`src/rtl/core_mem_arbiter.sv`:
```
// core_mem_arbiter: sequences one RV32 core instruction at a time over a single
// single-port memory. The sequence is an optional data access, then the
// next-instruction fetch. The core is held on stall and released for exactly
// one cycle with both results registered. A host port (load/debug) is served
// only between instructions.
// Ports:
//   clk, rstn                        clock, async active-low reset
//   instr_addr                       core fetch address
//   data_addr/_wen/_be/_wdata        core data access (be==0: no access)
//   instruction, data_rdata, stall   results and hold to the core
//   host_req/_we/_addr/_be/_wdata    host request (stable until host_gnt)
//   host_gnt, host_rvalid, host_rdata host accept pulse / response
//   mem_req/_we/_addr/_be/_wdata     memory request (held until mem_gnt)
//   mem_gnt, mem_rvalid, mem_rdata   memory accept / response
module core_mem_arbiter #(
  parameter bit HOST_EN = 1'b1
) (
  input  logic        clk,
  input  logic        rstn,
  input  logic [31:0] instr_addr,
  input  logic [31:0] data_addr,
  input  logic        data_wen,
  input  logic [3:0]  data_be,
  input  logic [31:0] data_wdata,
  output logic [31:0] instruction,
  output logic [31:0] data_rdata,
  output logic        stall,
  input  logic        host_req,
  input  logic        host_we,
  input  logic [31:0] host_addr,
  input  logic [3:0]  host_be,
  input  logic [31:0] host_wdata,
  output logic        host_gnt,
  output logic        host_rvalid,
  output logic [31:0] host_rdata,
  output logic        mem_req,
  output logic        mem_we,
  output logic [31:0] mem_addr,
  output logic [3:0]  mem_be,
  output logic [31:0] mem_wdata,
  input  logic        mem_gnt,
  input  logic        mem_rvalid,
  input  logic [31:0] mem_rdata
);

  localparam int unsigned AW = 32;
  localparam int unsigned DW = 32;
  localparam int unsigned BW = 4;

  typedef enum logic [2:0] {
    ARB, H_REQ, H_WAIT, D_REQ, D_WAIT, I_REQ, I_WAIT, REL
  } state_t;

  state_t state, state_nx;
  logic   host_sel;
  logic   enter_h, enter_d, enter_i;

  assign host_sel = HOST_EN && host_req;

  // State register.
  always_ff @(posedge clk or negedge rstn) begin
    if (!rstn) state <= ARB;
    else       state <= state_nx;
  end

  // Next-state logic and request-entry strobes.
  always_comb begin
    state_nx = state;
    enter_h  = 1'b0;
    enter_d  = 1'b0;
    enter_i  = 1'b0;
    case (state)
      ARB: begin
        if (host_sel)              state_nx = H_REQ;
        else if (data_be != 4'h0)  state_nx = D_REQ;
        else                       state_nx = I_REQ;
      end
      H_REQ:  if (mem_gnt)    state_nx = H_WAIT;
      H_WAIT: if (mem_rvalid) state_nx = ARB;
      D_REQ:  if (mem_gnt)    state_nx = D_WAIT;
      D_WAIT: if (mem_rvalid) state_nx = I_REQ;
      I_REQ:  if (mem_gnt)    state_nx = I_WAIT;
      I_WAIT: if (mem_rvalid) state_nx = REL;
      REL:                    state_nx = ARB;
      default:                state_nx = ARB;
    endcase
    enter_h = (state_nx == H_REQ) && (state != H_REQ);
    enter_d = (state_nx == D_REQ) && (state != D_REQ);
    enter_i = (state_nx == I_REQ) && (state != I_REQ);
  end

  // Host accept must coincide with the memory accept it forwards.
  assign host_gnt = HOST_EN && (state == H_REQ) && mem_gnt;

  // Registered outputs, decoded from the next state so they line up with it.
  always_ff @(posedge clk or negedge rstn) begin
    if (!rstn) begin
      stall       <= 1'b1;
      instruction <= DW'(0);
      data_rdata  <= DW'(0);
      host_rdata  <= DW'(0);
      host_rvalid <= 1'b0;
      mem_req     <= 1'b0;
      mem_we      <= 1'b0;
      mem_addr    <= AW'(0);
      mem_be      <= BW'(0);
      mem_wdata   <= DW'(0);
    end else begin
      stall       <= (state_nx != REL);
      mem_req     <= (state_nx == H_REQ) || (state_nx == D_REQ) || (state_nx == I_REQ);
      host_rvalid <= 1'b0;
      // Attributes are latched once on entry and held for the whole request.
      if (enter_h) begin
        mem_we    <= host_we;
        mem_addr  <= host_addr;
        mem_be    <= host_be;
        mem_wdata <= host_wdata;
      end else if (enter_d) begin
        mem_we    <= data_wen;
        mem_addr  <= data_addr;
        mem_be    <= data_be;
        mem_wdata <= data_wdata;
      end else if (enter_i) begin
        mem_we    <= 1'b0;
        mem_addr  <= instr_addr;
        mem_be    <= BW'(4'hF);
        mem_wdata <= DW'(0);
      end
      // Responses are only meaningful in a wait state; mem_we still holds the
      // data access direction during D_WAIT.
      if (mem_rvalid) begin
        case (state)
          H_WAIT: begin
            host_rvalid <= 1'b1;
            host_rdata  <= mem_rdata;
          end
          D_WAIT: if (!mem_we) data_rdata <= mem_rdata;
          I_WAIT: instruction <= mem_rdata;
          default: ;
        endcase
      end
    end
  end

endmodule

```
`config.mk`:
```
export PLATFORM = sky130hd
export DESIGN_NAME = core_mem_arbiter
export DESIGN_NICKNAME = d
export VERILOG_FILES = /design/src/rtl/core_mem_arbiter.sv
export SDC_FILE = /design/constraint.sdc
export NUM_CORES = 1
export LEC_CHECK = 0
export BUFFER_PORTS_ARGS = -buffer_cell sky130_fd_sc_hd__buf_2
export CORE_AREA = 2 2 144 146
export DETAILED_ROUTE_END_ITERATION = 8
export DIE_AREA = 0 0 146 148
export GPL_TIMING_DRIVEN = 0
export PLACE_DENSITY_LB_ADDON = 0.25
export SLEW_MARGIN = 30
export SYNTH_ARGS = -nofsm -noshare
export SYNTH_HDL_FRONTEND = slang
export SYNTH_SLANG_ARGS = --single-unit
```
`constraint.sdc`:
```
create_clock -name clk -period 2 [get_ports clk]
set_input_delay 0.2 -clock clk [delete_from_list [all_inputs] [get_ports clk]]
set_output_delay 0.2 -clock clk [all_outputs]
set_load 0.005 [all_outputs]
```
# ---- Yosys cells after proc, flatten, opt, wreduce, memory -nomap -nowiden
# Index checks and enable logic that the tools add are counted.
dict set report totals {
  output_inout_bits 169
  reg_bits 171
  n_memories 0
  romBits 0
  ram_bits 0
  input_bits 207
  latchBits 0
  word_cells 61
}
dict set report classes {
  shifts 0
  n_reduce_logical 12
  n_mul 0
  n_div 0
  n_bitwise 1
  muxes 23
  n_eq_ne 14
  addsub 0
  order_cmp 0
}
# cell n
set op_table {}
lappend op_table {{two-way mux 32 bit} 6}
lappend op_table {{two-way mux 3 bit} 8}
lappend op_table {{one-hot mux 3 bit (8 select lines)} 1}
lappend op_table {{equality test 3 bit (second input constant)} 5}
lappend op_table {{two-way mux 4 bit} 3}
lappend op_table {{equality test 3 x 2 -> 1 bit (second input constant)} 3}
lappend op_table {{equality test 3 x 1 -> 1 bit (second input constant)} 2}
lappend op_table {{inequality test 3 bit (second input constant)} 2}
lappend op_table {{two-way mux 1 bit} 5}
lappend op_table {{logical AND 1 bit} 4}
lappend op_table {{AND reduction 2 bit} 2}
lappend op_table {{nonzero test 4 bit} 1}
lappend op_table {{zero test 3 bit} 1}
lappend op_table {{inequality test 3 x 1 -> 1 bit (second input constant)} 1}
lappend op_table {{inequality test 3 x 2 -> 1 bit (second input constant)} 1}
lappend op_table {{AND reduction 3 bit} 1}
lappend op_table {{nonzero test 3 bit} 1}
lappend op_table {{logical OR 1 bit} 2}
lappend op_table {{inverter 1 bit} 1}

# ---- Depth between registers and ports, before layout
# Gate-level depths: netlist of run 1.
dict set report logic_depth {
  depth_word 9
  mapped_depth 8
  mapped_depth_nobuf 4
}

# ---- Worst setup path before layout of run 1
# No wires, ideal clock.
dict set report synth_path {
  kind {register -> register}
  startpoint {reg state[1]}
  endpoint {reg data_rdata[0]}
  stages_incl_launch_ff 7
  setup_slack_ns 0.274
  t_arrival_ns 1.601
  path_cell_list {dfrtp_1 > buf_2 > or2_1 > buf_6 > nor3_4 > buf_4 > mux2_2}
}
dict set report synth_between {
  elab_chain_cells 2
}
# item line_no
set synth_lines {}
lappend synth_lines {{from (decl)} 54} ;# state_t state, state_nx;
lappend synth_lines {{from (signal assigned)} 63} ;# else state <= state_nx;
lappend synth_lines {{equality test 3 bit} 132} ;# case (state)
lappend synth_lines {{AND reduction 3 bit (no source line)} -}
lappend synth_lines {{to (signal assigned)} 137} ;# D_WAIT: if (!mem_we) data_rdata <= mem_rdata;
lappend synth_lines {{to (decl)} 26} ;# output logic [31:0] data_rdata,
# No other way between the ends.
# A chain may end at the register's enable or synchronous reset.

# ---- Final worst setup path of run 1
dict set report layout_path {
  startpoint {reg state[2]}
  endpoint {reg host_rdata[3]}
}
dict set report layout_between {
  elab_chain_cells 2
}
# item line_no
set layout_lines {}
lappend layout_lines {{equality test 3 x 2 -> 1 bit} 132}
lappend layout_lines {{AND reduction 2 bit (no source line)} -}
lappend layout_lines {{to (signal assigned)} 135} ;# host_rdata <= mem_rdata;
lappend layout_lines {{to (decl)} 35} ;# output logic [31:0] host_rdata,
# No other way between the ends.

==> flow_metrics.env, run 1 <==
export IMPL_final_common_cell="buf_2"
export IMPL_rsz0062_at_grt="no"
export IMPL_crit_buf_inv=2
export IMPL_synth_edf_count=0
export IMPL_r2r_cells=5
export IMPL_period_needed_ns=1.90
export IMPL_post_route_util=0.551
export IMPL_max_freq_mhz=527
export IMPL_synth_area_top_cells="dfrtp_1, mux2_2, a222oi_1"
export IMPL_cp_depth=5
export IMPL_first_pass_iters=8
export IMPL_ys_async_sr_fraction=1.00
export IMPL_ys_ff_latch=171
export IMPL_cts_tree="built"
export IMPL_tightest_slew_ns=0.538
export IMPL_crit_chain="buf_2 -> nand2b_1 -> nor2_2 -> buf_2 -> mux2_2"
export IMPL_max_cap_violations=0
export IMPL_coreArea_um2=20000
export IMPL_critPathCaptureType="flop"
export IMPL_cts_made_buffers=17
export IMPL_worst_path_largest_cell_delay_ns=0.38
export IMPL_fin_tns_setup_ns=0
export IMPL_cts_clk_slew_worst_paths_ns=0.08
export IMPL_final_setup_viol_count=0
export IMPL_num_nets_final=1277
export IMPL_total_power_mw=16.1
export IMPL_ys_flop_type="dfrtp_1"
export IMPL_fillerInstances=1805
export IMPL_drive_above_1_share=0.502
export IMPL_viasPerCell=5.22
export IMPL_hold_viol=0
export IMPL_worstHoldPathCells=3
export IMPL_postSynthAreaPerCell_um2=12.2
export IMPL_crit_top_cell="buf_2"
export IMPL_hp_class="primary input to flop"
export IMPL_cts_buffer_depth=2
export IMPL_yosysSeqAreaShare=0.559
export IMPL_area_growth_pct=44.2
export IMPL_clkLatencyLatePin_ns=0.43
export IMPL_start_util=0.382
export IMPL_start_kind="flop"
export IMPL_dp_final_hpwl_mm=18.9
export IMPL_num_io_pins=376
export IMPL_power_density_nw_per_um2=1460
export IMPL_relSlewSlack=0.642
export IMPL_final_cell_mix="buf_2, dfrtp_1, mux2_2"
export IMPL_grt_pass1_vias=7163
export IMPL_synthDistinctLibCells=38
export IMPL_postRouteWirelength_mm=25.6
export IMPL_portBuffers=374
export IMPL_routed_via_count=7068
export IMPL_status="finished, final reports clean"
export IMPL_yosys_area_top_type="dfrtp_1"
export IMPL_rows=52
export IMPL_grt_pass1_wl_mm=39.5
export IMPL_yosysWarningCount=0
export IMPL_antenna_found_initial=2
export IMPL_ir_worst_vdd_v=0.000787
export IMPL_dieHeight_um=148
export IMPL_grt_ovfl_total=0
export IMPL_slew_viol_final=0
export IMPL_path_delay_family="buffers and inverters"
export IMPL_syn_area_um2=7660
export IMPL_grt_max_degree=66
export IMPL_drc=0
export IMPL_die_w_um=146
export IMPL_grt_util_all_layers=0.232
export IMPL_criticalPathCategory="flop to flop"
export IMPL_die_area_um2=21600
export IMPL_synth_top_cell_area_share=0.556
export IMPL_htreeDepth=4
export IMPL_drtAntennaViolNets=0
export IMPL_clock_skew_final_ns=0.0133
export IMPL_critPathArrivalTime_ns=2.20
export IMPL_finalCritPeriodShare=0.949
export IMPL_place_gp_congestion=0.870
export IMPL_cts_root_buf="clkbuf_16"
export IMPL_worst_path_max_delay_cell="mux2_2"
export IMPL_p_leak_nw=5.52
export IMPL_first_iter_violations=417
export IMPL_cp_required_ns=2.31
export IMPL_critPathMaxFanout=10
export IMPL_post_drt_wl_per_cell_um=18.9
export IMPL_netlist_instances=626
export IMPL_cts_sinks=171
export IMPL_syn_nets=833
-- sequential cells by signal, summed over array words and instances (netlist names) --
register	cells
host_rdata	32
instruction	32
mem_addr	32
mem_req	1
mem_we	1
mem_be	4
data_rdata	32
mem_wdata	32
stall	1
state	3
host_rvalid	1
-- path summary, 6_finish.rpt --
path | startpoint | end | slack [ns]
worst min-delay path | data_wdata[11] | mem_wdata[11]$_DFFE_PN0P_ | 0.02
max in group asynchronous | rstn | mem_wdata[5]$_DFFE_PN0P_ | 1.03
worst max-delay path | state[2]$_DFF_PN0_ | host_rdata[3]$_DFFE_PN0P_ | 0.10
worst max register to register | state[2]$_DFF_PN0_ | host_rdata[3]$_DFFE_PN0P_ | 0.10
min in group asynchronous | rstn | instruction[20]$_DFFE_PN0P_ | 0.27
worst min register to register | data_rdata[29]$_DFFE_PN0P_ | data_rdata[29]$_DFFE_PN0P_ | 0.48
-- cell families after synthesis --
kind of cell | after synthesis | synth area share
buffers and inverters | 94 | 0.0591
multiplexers | 97 | 0.142
AND/OR/NAND/NOR | 118 | 0.0828
flip-flops | 171 | 0.559
AO/OA/AOI/OAI | 146 | 0.157
-- where the power goes --
part	switching (mW)	internal (mW)	total (mW)
sequential	0.860	5.17	6.03
clock	1.69	1.71	3.40
combinational	3.13	3.53	6.67
-- Yosys cell counts (2+ instances only) --
library cell    n
mux2_1          5
clkbuf_1       19
mux2_2         91
o22ai_1         4
nor3_4          2
dfrtp_1       170
buf_4           7
nor2_1          3
nand2_1        36
inv_1          38
o22a_1         31
a21oi_1        36
buf_6           6
a222oi_1       33
buf_2          23
nor3_1          3
nand3_1        32
nand2b_1       34
o21ai_0         3
a221o_1        32
-- per-layer routing --
metal | vias to the layer above | global-route usage | routed length (um)
li1 | 3203 | - | -
met1 | 3494 | 0.282 | 10100
met2 | 335 | 0.397 | 12700
met3 | 34 | 0.0738 | 2360
met4 | 2 | 0.0655 | 421
met5 | - | 0 | 13
-- tightest hold or removal path, stage by stage --
cell	delay (ns)
buf_2	0.08
a222oi_1	0.08
inv_1	0.05
-- through the flow --
step / cell area (um2) / hold WS [ns] / setup WS, ns / std cells
6_report: 11000 / 0.0201 / 0.103 / 1355
3_5_place_dp: 9930 / 0.155 / -0.119 / 1272
5_1_grt: 11000 / 0.00911 / 0.00316 / 1354
2_1_floorplan: 7660 / -0.0956 / 0.274 / 626
4_1_cts: 11000 / 0.000131 / 0.00813 / 1352
3_3_place_gp: 9870 / 0.415 / -2.06 / 1270
-- final cells by class --
type                       instances  area (um2)  share of cell area
sequential                       171        4280               0.388
antenna                            2        5.00            0.000453
inverter                          38         143              0.0129
buffer                            56         310              0.0281
multi-input combinational        361        2930               0.265
clock inverter                    15         195              0.0177
tap                              270         338              0.0306
clock buffer                      17         425              0.0385
timing repair buffer             425        2420               0.219
-- what timing repair did --
action                                 in CTS  in global routing
endpoints found under the hold margin      85                  0
hold buffers                               46                  0
pin swaps                                   2                  1
setup endpoints to repair                  60                 33
buffers inserted                            2                  1
gates cloned                                0                  0
resized for setup                           1                  0
Power figures use the tool's default switching activity.
==> run 2: changes to the inputs <==
CORE_AREA = default   (was 2 2 144 146)
CORE_MARGIN = 8   (was default)
CORE_UTILIZATION = 46   (was default)
DIE_AREA = default   (was 0 0 146 148)
==> run 2 against run 1 <==
Clock skew shrank 0.0030 ns. Via count up 3.2%. Die area decreased by 2.7%. Cell area shrank 0.36%. Routed wire length is 9.1% higher. Critical path depth unchanged. Register-to-register slack got worse by 0.02 ns. First-iteration DRC count increased by 70%. Sequential power about the same. Clock-buffer cell count rose by 3. Sequential cell count unchanged. Critical path type unchanged. Critical endpoint is now host_rdata[19]$_DFFE_PN0P_. Largest power group unchanged.
==> flow_metrics.env, run 2 (synthesis gave the netlist of run 1 again) <==
export IMPL_status="finished, final reports clean"
export IMPL_place_area_um2=9870
export IMPL_antenna_found_initial=6
export IMPL_first_pass_iters=7
export IMPL_drc=0
export IMPL_grt_max_degree=70
export IMPL_crit_top_cell="buf_2"
export IMPL_period_needed_ns=1.92
export IMPL_hold_viol=0
export IMPL_first_iter_violations=707
export IMPL_cp_required_ns=2.30
export IMPL_routed_via_count=7291
export IMPL_rr_startpoint="state[2]$_DFF_PN0_"
export IMPL_die_area_um2=21000
export IMPL_tightest_slew_ns=0.520
export IMPL_grt_pass1_wl_mm=43.0
export IMPL_die_w_um=145
export IMPL_grt_ovfl_total=0
export IMPL_min_delay_start="data_wdata[22]"
export IMPL_place_gp_congestion=0.890
export IMPL_worst_path_largest_cell_delay_ns=0.38
export IMPL_critPathArrivalTime_ns=2.22
export IMPL_worstHoldPathCells=3
export IMPL_drtAntennaViolNets=0
export IMPL_area_growth_pct=43.7
export IMPL_crit_buf_inv=2
export IMPL_max_freq_mhz=521
export IMPL_final_common_cell="buf_2"
export IMPL_regArea_um2=4280
export IMPL_grt_util_all_layers=0.256
export IMPL_num_nets_final=1280
export IMPL_cts_sinks=171
export IMPL_finalCritPeriodShare=0.960
export IMPL_num_io_pins=376
export IMPL_power_density_nw_per_um2=1480
export IMPL_worst_path_max_delay_cell="mux2_2"
export IMPL_path_delay_family="buffers and inverters"
export IMPL_criticalPathCategory="flop to flop"
export IMPL_reg2reg_setup_slack_ns=0.08
export IMPL_start_kind="flop"
export IMPL_post_drt_wl_per_cell_um=21.3
export IMPL_multi_input_area_um2=2930
export IMPL_clock_skew_final_ns=0.0104
export IMPL_dp_final_hpwl_mm=20.6
export IMPL_fillerInstances=1269
export IMPL_finalWorstSetupSlack_ns=0.0794
export IMPL_coreArea_um2=16400
export IMPL_grt_pass1_vias=7539
export IMPL_drive_above_1_share=0.499
export IMPL_slew_viol_final=0
export IMPL_clkLatencyLatePin_ns=0.42
export IMPL_max_cap_violations=0
export IMPL_r2r_cells=5
export IMPL_htreeDepth=4
export IMPL_rows=47
export IMPL_start_util=0.467
export IMPL_hp_class="primary input to flop"
export IMPL_crit_chain="buf_2 -> nand2b_1 -> nor2_2 -> buf_2 -> mux2_2"
export IMPL_ir_worst_vdd_v=0.000957
export IMPL_portBuffers=374
export IMPL_final_setup_viol_count=0
export IMPL_cts_clk_slew_worst_paths_ns=0.07
export IMPL_cts_buffer_depth=2
export IMPL_r2r_end="host_rdata[19]$_DFFE_PN0P_"
export IMPL_startpoint="state[2]$_DFF_PN0_"
export IMPL_dieHeight_um=145
export IMPL_final_cell_mix="buf_2, dfrtp_1, mux2_2"
export IMPL_pre_cts_ws_ns=-0.0825
export IMPL_critPathMaxFanout=10
export IMPL_cts_root_buf="clkbuf_16"
export IMPL_cts_made_buffers=17
export IMPL_viasPerCell=5.55
export IMPL_design_area_um2=11000
export IMPL_relSlewSlack=0.653
export IMPL_whs_endpoint="mem_wdata[22]$_DFFE_PN0P_"
export IMPL_postRouteWirelength_mm=27.9
export IMPL_critPathCaptureType="flop"
export IMPL_cts_tree="built"
export IMPL_p_leak_nw=5.53
-- run 2: stage by stage --
stage / hold WS, ns / setup TNS, ns / power [mW] / utilization / cells
detailed placement: 0.102 / -1.83 / 12.8 / 0.602 / 1222
finish: 0.0173 / 0 / 16.3 / 0.671 / 1313
global route: 0.0102 / -0.0104 / 17.2 / 0.670 / 1312
global placement: 0.413 / -342.17 / 12.6 / 0.598 / 1220
floorplan: -0.0956 / 0 / 9.62 / - / 626
CTS: 0.0000787 / 0 / 16.3 / 0.666 / 1300
-- run 2: worst max path at each step --
stage,slack [ns],cells after the start,to
2_1_floorplan,0.27,6,data_rdata[0]$_DFFE_PN0P_
3_3_place_gp,-2.01,1,instruction[6]$_DFFE_PN0P_
3_5_place_dp,-0.08,5,host_rdata[15]$_DFFE_PN0P_
4_1_cts,0.02,6,data_rdata[22]$_DFFE_PN0P_
5_1_grt,-0.005,6,data_rdata[22]$_DFFE_PN0P_
6_report,0.08,5,host_rdata[19]$_DFFE_PN0P_
-- run 2: cell type report --
cell class                 count  share of cell area
inverter                      38              0.0130
tap                          220              0.0250
clock inverter                12              0.0138
multi-input combinational    361               0.266
buffer                        56              0.0284
timing repair buffer         428               0.223
clock buffer                  20              0.0406
antenna                        7             0.00159
sequential                   171               0.389
-- run 2: tightest hold or removal path, cell delays in order --
cell and delay (ns):
buf_2 0.07, a222oi_1 0.07, inv_1 0.05
-- run 2: per-layer routing --
layer | up-vias | share of wire | GRT usage
met5 | - | 0 | 0
met4 | 0 | 0.030 | 0.115
met3 | 63 | 0.10 | 0.0955
met2 | 406 | 0.49 | 0.414
met1 | 3603 | 0.38 | 0.298
li1 | 3219 | - | -
-- run 2: power breakdown --
part           internal, mW  switching [mW]  leakage, nW
clock                  1.92            1.47        0.296
combinational          3.55            3.28         3.15
sequential             5.17           0.858         2.08
total                  10.6            5.61         5.53
-- run 2: repair_timing --
item,4_1_cts,5_1_grt
pin swaps,0,2
hold buffers,46,3
setup endpoints to repair,29,85
gates resized for setup,1,1
endpoints found under the hold margin,66,2
buffers inserted,0,3
